===== src/rtl/taillight_pkg.sv =====
// Shared types and default timing constants for the tail-light front end.
package taillight_pkg;

  typedef enum logic [1:0] {
    IDLE,
    LEFT,
    RIGHT,
    HAZARD
  } ts_state_t;

  localparam int unsigned DEB_CYCLES_DEF    = 4;
  localparam int unsigned TICK_DIV_DEF      = 8;
  localparam int unsigned TIMEOUT_TICKS_DEF = 24;

endpackage


===== src/rtl/input_debounce.sv =====
// Two-flop synchroniser followed by a stable-count debouncer for one raw cabin input.
module input_debounce
  import taillight_pkg::*;
#(
  parameter int unsigned DEB_CYCLES = DEB_CYCLES_DEF
) (
  input  logic clk,
  input  logic rst,
  input  logic raw,
  output logic db,
  output logic rise
);

  localparam int unsigned   CW   = $clog2(DEB_CYCLES + 1);
  localparam logic [CW-1:0] CMAX = CW'(DEB_CYCLES - 1);

  logic          s1;
  logic          s2;
  logic [CW-1:0] cnt;

  // Bring the asynchronous input into the clock domain.
  always_ff @(posedge clk or posedge rst) begin
    if (rst) begin
      s1 <= 1'b0;
      s2 <= 1'b0;
    end else begin
      s1 <= raw;
      s2 <= s1;
    end
  end

  // Accept a new level only after DEB_CYCLES consecutive differing samples; any agreement restarts.
  always_ff @(posedge clk or posedge rst) begin
    if (rst) begin
      cnt  <= '0;
      db   <= 1'b0;
      rise <= 1'b0;
    end else begin
      rise <= 1'b0;
      if (s2 == db) begin
        cnt <= '0;
      end else if (cnt == CMAX) begin
        cnt  <= '0;
        db   <= s2;
        rise <= s2;
      end else begin
        cnt <= cnt + 1'b1;
      end
    end
  end

endmodule


===== src/rtl/turn_signal_ctrl.sv =====
// Turn-signal front end: conditions levers/hazard button, arbitrates into one-hot lt/rt/haz,
// produces the blink-step tick and auto-cancels a held turn after a tick timeout.
module turn_signal_ctrl
  import taillight_pkg::*;
#(
  parameter int unsigned DEB_CYCLES    = DEB_CYCLES_DEF,
  parameter int unsigned TICK_DIV      = TICK_DIV_DEF,
  parameter int unsigned TIMEOUT_TICKS = TIMEOUT_TICKS_DEF
) (
  input  logic clk,
  input  logic rst,
  input  logic lever_l,
  input  logic lever_r,
  input  logic haz_btn,
  output logic lt,
  output logic rt,
  output logic haz,
  output logic tick,
  output logic cancelled
);

  localparam int unsigned   PW   = $clog2(TICK_DIV + 1);
  localparam int unsigned   TW   = $clog2(TIMEOUT_TICKS + 1);
  localparam logic [PW-1:0] PMAX = PW'(TICK_DIV - 1);
  localparam logic [TW-1:0] TMAX = TW'(TIMEOUT_TICKS - 1);

  logic          db_l, db_r, db_h;
  logic          rise_l, rise_r, rise_h;
  logic          unused_rise;
  logic          hz_latch, hz_eff;
  logic          canc_eff, canc_n, timeout_now;
  ts_state_t     state, state_n, dir, cdir, cdir_n;
  logic [PW-1:0] pcnt;
  logic [TW-1:0] tcnt;

  input_debounce #(.DEB_CYCLES(DEB_CYCLES)) u_deb_l (
    .clk(clk), .rst(rst), .raw(lever_l), .db(db_l), .rise(rise_l)
  );
  input_debounce #(.DEB_CYCLES(DEB_CYCLES)) u_deb_r (
    .clk(clk), .rst(rst), .raw(lever_r), .db(db_r), .rise(rise_r)
  );
  input_debounce #(.DEB_CYCLES(DEB_CYCLES)) u_deb_h (
    .clk(clk), .rst(rst), .raw(haz_btn), .db(db_h), .rise(rise_h)
  );

  // Lever edges are not needed; only their levels drive the arbitration.
  assign unused_rise = rise_l ^ rise_r ^ db_h;

  // The toggle is folded in combinationally so a press reaches haz with the same latency as a lever.
  assign hz_eff = hz_latch ^ rise_h;
  assign tick   = (state != IDLE) && (pcnt == PMAX);

  // Next-state arbitration: hazard first, then a non-cancelled direction, else idle.
  always_comb begin
    dir = IDLE;
    if (db_l && !db_r)      dir = LEFT;
    else if (db_r && !db_l) dir = RIGHT;

    canc_eff    = cancelled && (dir == cdir);
    timeout_now = !hz_eff && tick && (tcnt == TMAX) && (dir == state);

    state_n = IDLE;
    canc_n  = canc_eff;
    cdir_n  = cdir;
    if (hz_eff) begin
      state_n = HAZARD;
    end else if (timeout_now) begin
      canc_n = 1'b1;
      cdir_n = dir;
    end else if (dir != IDLE && !canc_eff) begin
      state_n = dir;
    end
  end

  // State, hazard latch, cancel flag and registered one-hot outputs.
  always_ff @(posedge clk or posedge rst) begin
    if (rst) begin
      state     <= IDLE;
      hz_latch  <= 1'b0;
      cancelled <= 1'b0;
      cdir      <= IDLE;
      lt        <= 1'b0;
      rt        <= 1'b0;
      haz       <= 1'b0;
    end else begin
      state     <= state_n;
      hz_latch  <= hz_eff;
      cancelled <= canc_n;
      cdir      <= cdir_n;
      lt        <= (state_n == LEFT);
      rt        <= (state_n == RIGHT);
      haz       <= (state_n == HAZARD);
    end
  end

  // Blink prescaler and tick-based timeout; both restart on every state change.
  always_ff @(posedge clk or posedge rst) begin
    if (rst) begin
      pcnt <= '0;
      tcnt <= '0;
    end else if (state_n != state || state_n == IDLE) begin
      pcnt <= '0;
      tcnt <= '0;
    end else begin
      pcnt <= (pcnt == PMAX) ? '0 : pcnt + 1'b1;
      if (tick && state != HAZARD && tcnt != TMAX) tcnt <= tcnt + 1'b1;
    end
  end

endmodule


===== config.mk =====
export PLATFORM = sky130hd
export DESIGN_NAME = turn_signal_ctrl
export DESIGN_NICKNAME = d
export VERILOG_FILES = /design/src/rtl/taillight_pkg.sv /design/src/rtl/input_debounce.sv /design/src/rtl/turn_signal_ctrl.sv
export SDC_FILE = /design/constraint.sdc
export NUM_CORES = 1
export LEC_CHECK = 0
export BUFFER_PORTS_ARGS = -buffer_cell sky130_fd_sc_hd__buf_2
export CAP_MARGIN = 10
export CORE_MARGIN = 2
export CORE_UTILIZATION = 40
export CTS_BUF_LIST = sky130_fd_sc_hd__clkbuf_16
export DETAILED_ROUTE_END_ITERATION = 8
export PLACE_DENSITY_LB_ADDON = 0.05
export SLEW_MARGIN = 30
export SYNTH_ARGS = -nofsm -noshare
export SYNTH_HDL_FRONTEND = slang
export SYNTH_HIERARCHICAL = 1
export SYNTH_SLANG_ARGS = --single-unit
export TNS_END_PERCENT = 5

===== constraint.sdc =====
create_clock -name clk -period 6.1 [get_ports clk]
set_input_delay 1.22 -clock clk [delete_from_list [all_inputs] [get_ports clk]]
set_output_delay 1.22 -clock clk [all_outputs]
set_load 0.01 [all_outputs]

Yosys cells after proc, flatten, opt, wreduce, memory -nomap -nowiden
Cells that the tools add are included.
Widths: inputs -> output; s select.
- $add $sub $neg: 5
- equality and inequality tests: 16
- mux-type cells: 19
- bitwise logic cells: 5
- reduce and logical (&&, ||, !) cells: 23
- operators with widths (operator ; number):
    $mux 3 ; 6
    $logic_and 1x1->1 ; 10
    $mux 2 ; 5
    $mux 5 ; 2
    $add 3x1->3 const B ; 3
    $eq 3x2->1 const B ; 3
    $mux 4 ; 2
    $reduce_and 2->1 ; 4
    $reduce_bool 2->1 ; 3
    $add 5x1->5 const B ; 1
    $eq 5x5->1 const B ; 1
    $ne 5x5->1 const B ; 1
    $add 4x1->4 const B ; 1
    $eq 2x2->1 ; 2
    $eq 2x2->1 const B ; 2
    $eq 4x3->1 const B ; 1
    $logic_not 1->1 ; 4
    $mux 1 ; 4
    $not 1->1 ; 4
    $eq 1x1->1 ; 3
    $eq 2x1->1 const B ; 1
    $logic_not 2->1 ; 1
    $ne 2x2->1 ; 1
    $ne 2x2->1 const B ; 1
    other kinds (2) ; 2
- register bits after elaboration: 37
- output and inout port bits: 5
- word-level logic and storage cells: 90

Logic depth before layout (Yosys ltp)
Gate-level depths: netlist (run 1).
- word-level depth: 14
- depth in mapped cells: 7

Cells and area by module
Netlist (run 1), hierarchy kept.
- modules (own cells, without submodules) (module ; instances ; cells each ; area an instance (sq um)):
    turn_signal_ctrl ; 1 ; 84 ; 958.4
    input_debounce ; 3 ; 16 ; 260.2

Worst setup path before layout (run 1)
OpenSTA, ideal clock, no wires.
- path type: reg2out
- start: reg pcnt[0]
- end: out tick
- arrival: 0.939 ns
- data required time: 4.880 ns
- setup slack: 3.941 ns
- cell stages (with the launch flop): 4
- buffers on the path: 0
- cell sequence: dfrtp_1 ha_1 nand3b_1 nor2_1
- word-level cells in the longest chain between the ends: 2
- RTL lines (what ; line ; RTL):
    from (decl) ; turn_signal_ctrl.sv:33 ; logic [PW-1:0] pcnt;
    from (signal assigned) ; turn_signal_ctrl.sv:105 ; pcnt <= (pcnt == PMAX) ? '0 : pcnt + 1'b1;
    $eq 4x3->1 ; turn_signal_ctrl.sv:51 ; assign tick = (state != IDLE) && (pcnt == PMAX);
    $logic_and 1x1->1 ; turn_signal_ctrl.sv:51 ;
    to (decl) ; turn_signal_ctrl.sv:18 ; output logic tick,
No other way between the ends.

Worst setup path in the final report (run 1)
Same ends and word-level chain as after synthesis.

==> impl_metrics.yaml, run 1 <==
power:
  power_frac_seq: 0.421
  sw_frac_of_total: 0.318
  power_mw: 0.794
  p_switching_mw: 0.253
  clockPowerShare: 0.291
  power_density_nw_per_um2: 416
  ir_worst_vdd_mv: 0.234
  power_leakage_nw: 0.866
  pwr-share-comb: 0.288
  p_int_mw: 0.541
clock_tree:
  clk_pin_slew_ns: 0.05
  cts_buffers: 5
  ctsResizeCount: 0
  clk_latency_ns: 0.27
  cts_hold_buf: 0
  post_cts_buffers: 0
  htreeDepth: 2
  cts_buffer_depth: 2
  clock-sinks: 37
  cts_tree: "done"
  cts_root_buffer: "clkbuf_16"
final_layout:
  syn_to_final_growth_pct: 14.3
  stdcell_count: 194
  utilization: 0.477
  fin_area_um2: 1910
  fill_cells: 359
  drive_gt1_frac: 0.250
  antennaDiodeCount: 0
  final_nets: 155
global_routing:
  grt_use_met1: 0.162
  grt_pass1_vias: 965
  top_usage_layer: "met2"
  grt_pass1_wl_um: 4380
  overflow: 0
  track_usage: 0.134
  met3_usage: 0.0536
  met2_usage: 0.210
  grt_max_degree: 19
  antenna_found_initial: 0
route:
  routedWlPerCell_um: 13.3
  finalWirelength_um: 2590
  vias: 968
  detail-route-antenna-nets: 0
  vias_per_cell: 4.99
  first_pass_iters: 4
  drt-initial-drc-count: 72
  route.detailed.drc: 0
placement:
  hpwlAfterDp_um: 1940
  portBuffers: 9
  placed_area_um2: 1770
  dp_cells: 186
  place_congestion: 0.672
timing:
  clock_skew_ns: 0.00312
  slew_violations: 0
  worst_pin_slew_ns: 0.695
  finalSetupTns_ns: 0
  timing.fmax_mhz: 386
  rsz0062_at_grt: "no"
  setup_violations: 0
  slew_headroom: 0.536
  layout_min_cycle_time_ns: 2.59
  finalHoldViolCount: 0
  min_period_over_period: 0.425
die:
  start_util: 0.417
  io_pins: 10
  die_w_um: 68.6
  rows: 23
  die_height_um: 68.6
  core_area_um2: 4000
  die_area_um2: 4710
critical_path:
  start_kind: "flop"
  arrival_ns: 1.37
  reg2reg_depth: 7
  crit_fanout: 4
  required_ns: 4.88
  end_kind: "primary output"
  path_class: "reg2out"
synth:
  synth.cell_area_um2: 1670
  yosysWarnings: 6
  syn-num-nets: 140
  syn_area_per_cell_um2: 13.0
  syn_inst: 128
run_status:
  status: "complete, no violations"
min_path:
  holdPathStages: 0
  hold_class: "reg2reg"
run:
  drv_cap: 0
[layout make-up]
class	count	area, µm²	share of cell area
clock inverters	3	11.3	0.00590
inverters	8	30.0	0.0157
well taps	50	62.6	0.0328
repair buffers	9	45.0	0.0236
multi-input cells	82	708	0.371
flip-flops and latches	37	926	0.485
clock buffers	5	125	0.0656
[layer usage]
metal / vias to the layer above / routed length (µm)
met5: - / 0
met4: 0 / 31
met3: 4 / 91
met2: 16 / 1340
met1: 474 / 1130
li1: 474 / -
[state kept, by name, summed over array words and instances, names as in the netlist]
name / flops
state: 2
haz: 1
u_deb_h/s2: 1
cancelled: 1
u_deb_l/cnt: 3
pcnt: 4
lt: 1
u_deb_h/rise: 1
u_deb_r/s2: 1
tcnt: 5
cdir: 2
u_deb_l/s1: 1
u_deb_r/cnt: 3
u_deb_r/s1: 1
u_deb_r/db: 1
u_deb_h/cnt: 3
u_deb_l/db: 1
rt: 1
u_deb_h/db: 1
hz_latch: 1
u_deb_h/s1: 1
u_deb_l/s2: 1
[critical path, stage by stage, from the launching register on]
cell      delay (ns)
dfrtp_1         0.36
ha_1            0.22
nand3b_1        0.17
nor2_1          0.19
buf_2           0.16
[stage by stage]
step	setup slack [ns]	hold WS [ns]
final	3.51	0.352
after global routing	3.42	0.358
after CTS	3.51	0.355
after detailed placement	3.81	0.338
after global placement	3.85	0.339
after floorplan	3.94	0.331
[layout by cell type (no fill, tap or decap), types with 2 or more instances in the layout]
cell,n
mux2_2,4
clkbuf_16,5
nor3b_2,5
nor2_1,2
inv_2,2
nor3_1,7
dfrtp_1,37
nand3_1,3
o21ai_0,3
nor3b_1,3
buf_2,9
xnor2_1,10
xor2_1,3
nand2_1,7
nand4b_1,2
ha_1,7
nor2b_4,3
inv_1,9
a21oi_1,9
[power by group through the flow]
stage / Sequential [mW] / Combinational (mW) / Clock, mW
floorplan: 0.328 / 0.191 / 0
global placement: 0.336 / 0.225 / 0
detailed placement: 0.339 / 0.233 / 0
CTS: 0.334 / 0.235 / 0.241
global route: 0.342 / 0.255 / 0.260
finish: 0.334 / 0.229 / 0.231
[final timing paths]
path	from	endpoint	slack [ns]
worst max-delay path	pcnt[0]	tick	3.51
worst min-delay path	u_deb_l/s1	u_deb_l/s2	0.35
worst max register to register	u_deb_l/db	pcnt[3]	3.87
worst min register to register	u_deb_l/s1	u_deb_l/s2	0.35
max in group asynchronous	rst	cdir[1]	4.57
min in group asynchronous	rst	u_deb_l/db	0.88
Power figures use the tool's default switching activity.
==> inputs of run 2 (changes only) <==
==> constraint.sdc (replaced) <==
create_clock -name clk -period 2.55 [get_ports clk]
set_input_delay 0.51 -clock clk [delete_from_list [all_inputs] [get_ports clk]]
set_output_delay 0.51 -clock clk [all_outputs]
set_load 0.01 [all_outputs]
==> impl_metrics.yaml, run 2 (synthesis gave the netlist of run 1 again) <==
final_layout:
  final_cell_mix: "dfrtp_1 (37), xnor2_1 (10), a21oi_1 (9), buf_2 (9)"
  final_common_cell: "dfrtp_1"
  antennaDiodeCount: 0
  stdcell_count: 194
  syn_to_final_growth_pct: 14.7
  drive_gt1_frac: 0.271
  fill_cells: 365
  top_regs: "tcnt (5), pcnt (4)"
  regMostFlops: "tcnt"
  final_nets: 155
  largest_reg_flops: 5
critical_path:
  path_buf_inv: 1
  cp-startpoint: "u_deb_l/db"
  critical_path.max_stage_delay_ns: 0.39
  path_class: "reg2reg"
  worstPathCellList: "inv_1, ha_1, or2_1, a2111oi_4, nand2_2, a32oi_4, a21oi_1"
  worstReg2RegStart: "u_deb_l/db"
  required_ns: 2.69
  crit_fanout: 9
  start_kind: "flop"
  cpLargestDelayFamily: "compound AO/OA/AOI/OAI gates"
  cpMaxStageDelayCell: "dfrtp_1"
  reg2reg_depth: 7
  arrival_ns: 2.27
  timing.rr.end: "tcnt[1]"
  end_kind: "flop"
  rrSetupSlack_ns: 0.43
placement:
  place_congestion: 0.796
  hpwlAfterDp_um: 1940
  portBuffers: 9
  dp_cells: 186
die:
  start_util: 0.417
  die_height_um: 68.6
  io_pins: 10
  die_area_um2: 4710
  die_w_um: 68.6
  rows: 23
  core_area_um2: 4000
power:
  ir_worst_vdd_mv: 0.547
  power_frac_seq: 0.419
  clockPowerShare: 0.300
  p_switching_mw: 0.609
  power_density_nw_per_um2: 998
  power_leakage_nw: 0.858
  p_int_mw: 1.30
  sw_frac_of_total: 0.319
  pwr-share-comb: 0.281
route:
  route.detailed.drc: 0
  first_pass_iters: 4
  finalWirelength_um: 2510
  vias_per_cell: 4.93
  detail-route-antenna-nets: 0
  routedWlPerCell_um: 12.9
  drt-initial-drc-count: 16
  vias: 956
global_routing:
  grt_pass1_wl_um: 4240
  grt_max_degree: 19
  overflow: 0
  track_usage: 0.127
  antenna_found_initial: 0
  grt_pass1_vias: 958
clock_tree:
  ctsResizeCount: 0
  cts_hold_buf: 0
  clk_latency_ns: 0.27
  cts_root_buffer: "clkbuf_16"
  htreeDepth: 2
  cts_buffer_depth: 2
  clk_pin_slew_ns: 0.05
  cts_buffers: 5
  clock-sinks: 37
  post_cts_buffers: 0
  cts_tree: "done"
timing:
  layout_min_cycle_time_ns: 2.12
  clock_skew_ns: 0.00269
  finalHoldViolCount: 0
  slew_headroom: 0.557
  slew_violations: 0
  setup_violations: 0
  finalSetupTns_ns: 0
  worst_pin_slew_ns: 0.663
  timing.fmax_mhz: 471
  min_period_over_period: 0.832
  rsz0062_at_grt: "no"
run_status:
  status: "complete, no violations"
min_path:
  hold_class: "in2async"
run:
  drv_cap: 0
## run 2: cell types whose count changed in the layout (fill, tap and decap cells not counted)
cell / change
inv_1: -3
clkinv_2: +2
clkinvlp_4: +1
## run 2: metrics by stage
step | worst slack [ns] | hold slack (ns) | power, mW | util | instance area, µm²
final | 0.429 | 0.175 | 1.91 | 0.479 | 1910
after global placement | 0.480 | 0.333 | 1.34 | 0.443 | 1770
after CTS | 0.424 | 0.175 | 1.94 | 0.479 | 1910
after detailed placement | 0.433 | 0.336 | 1.36 | 0.443 | 1770
after floorplan | 0.630 | 0.301 | 1.24 | - | 1670
after global routing | 0.271 | 0.192 | 2.04 | 0.479 | 1910
## run 2: layout make-up
cell class,count,area [µm²],share of cell area
Timing Repair Buffer,9,45.0,0.0235
Sequential cell,37,926,0.484
Inverter,8,30.0,0.0157
Clock buffer,5,125,0.0654
Tap cell,50,62.6,0.0327
Clock inverter,3,17.5,0.00915
Multi-Input combinational cell,82,708,0.370
## run 2: power by group through the flow
| stage | logic, mW | clock network [mW] | registers (mW) |
|---|---|---|---|
| floorplan | 0.456 | 0 | 0.784 |
| global placement | 0.536 | 0 | 0.807 |
| detailed placement | 0.548 | 0 | 0.812 |
| CTS | 0.549 | 0.594 | 0.802 |
| global route | 0.592 | 0.631 | 0.818 |
| finish | 0.537 | 0.574 | 0.800 |
## run 2: how the worst max path moves through the flow
stage                     depth (start not counted)       to
after floorplan                                   7  pcnt[0]
after global placement                            7  pcnt[0]
after detailed placement                          7  tcnt[1]
after CTS                                         7  tcnt[1]
after global routing                              7  pcnt[3]
final                                             7  tcnt[1]
## run 2: per-layer routing
layer,part of all wire,routed length (µm),up-vias,track usage
li1,-,-,476,-
met1,0.47,1180,464,0.150
met2,0.48,1200,10,0.203
met3,0.029,72,6,0.0438
met4,0.022,54,0,0.0675
met5,0,0,-,0
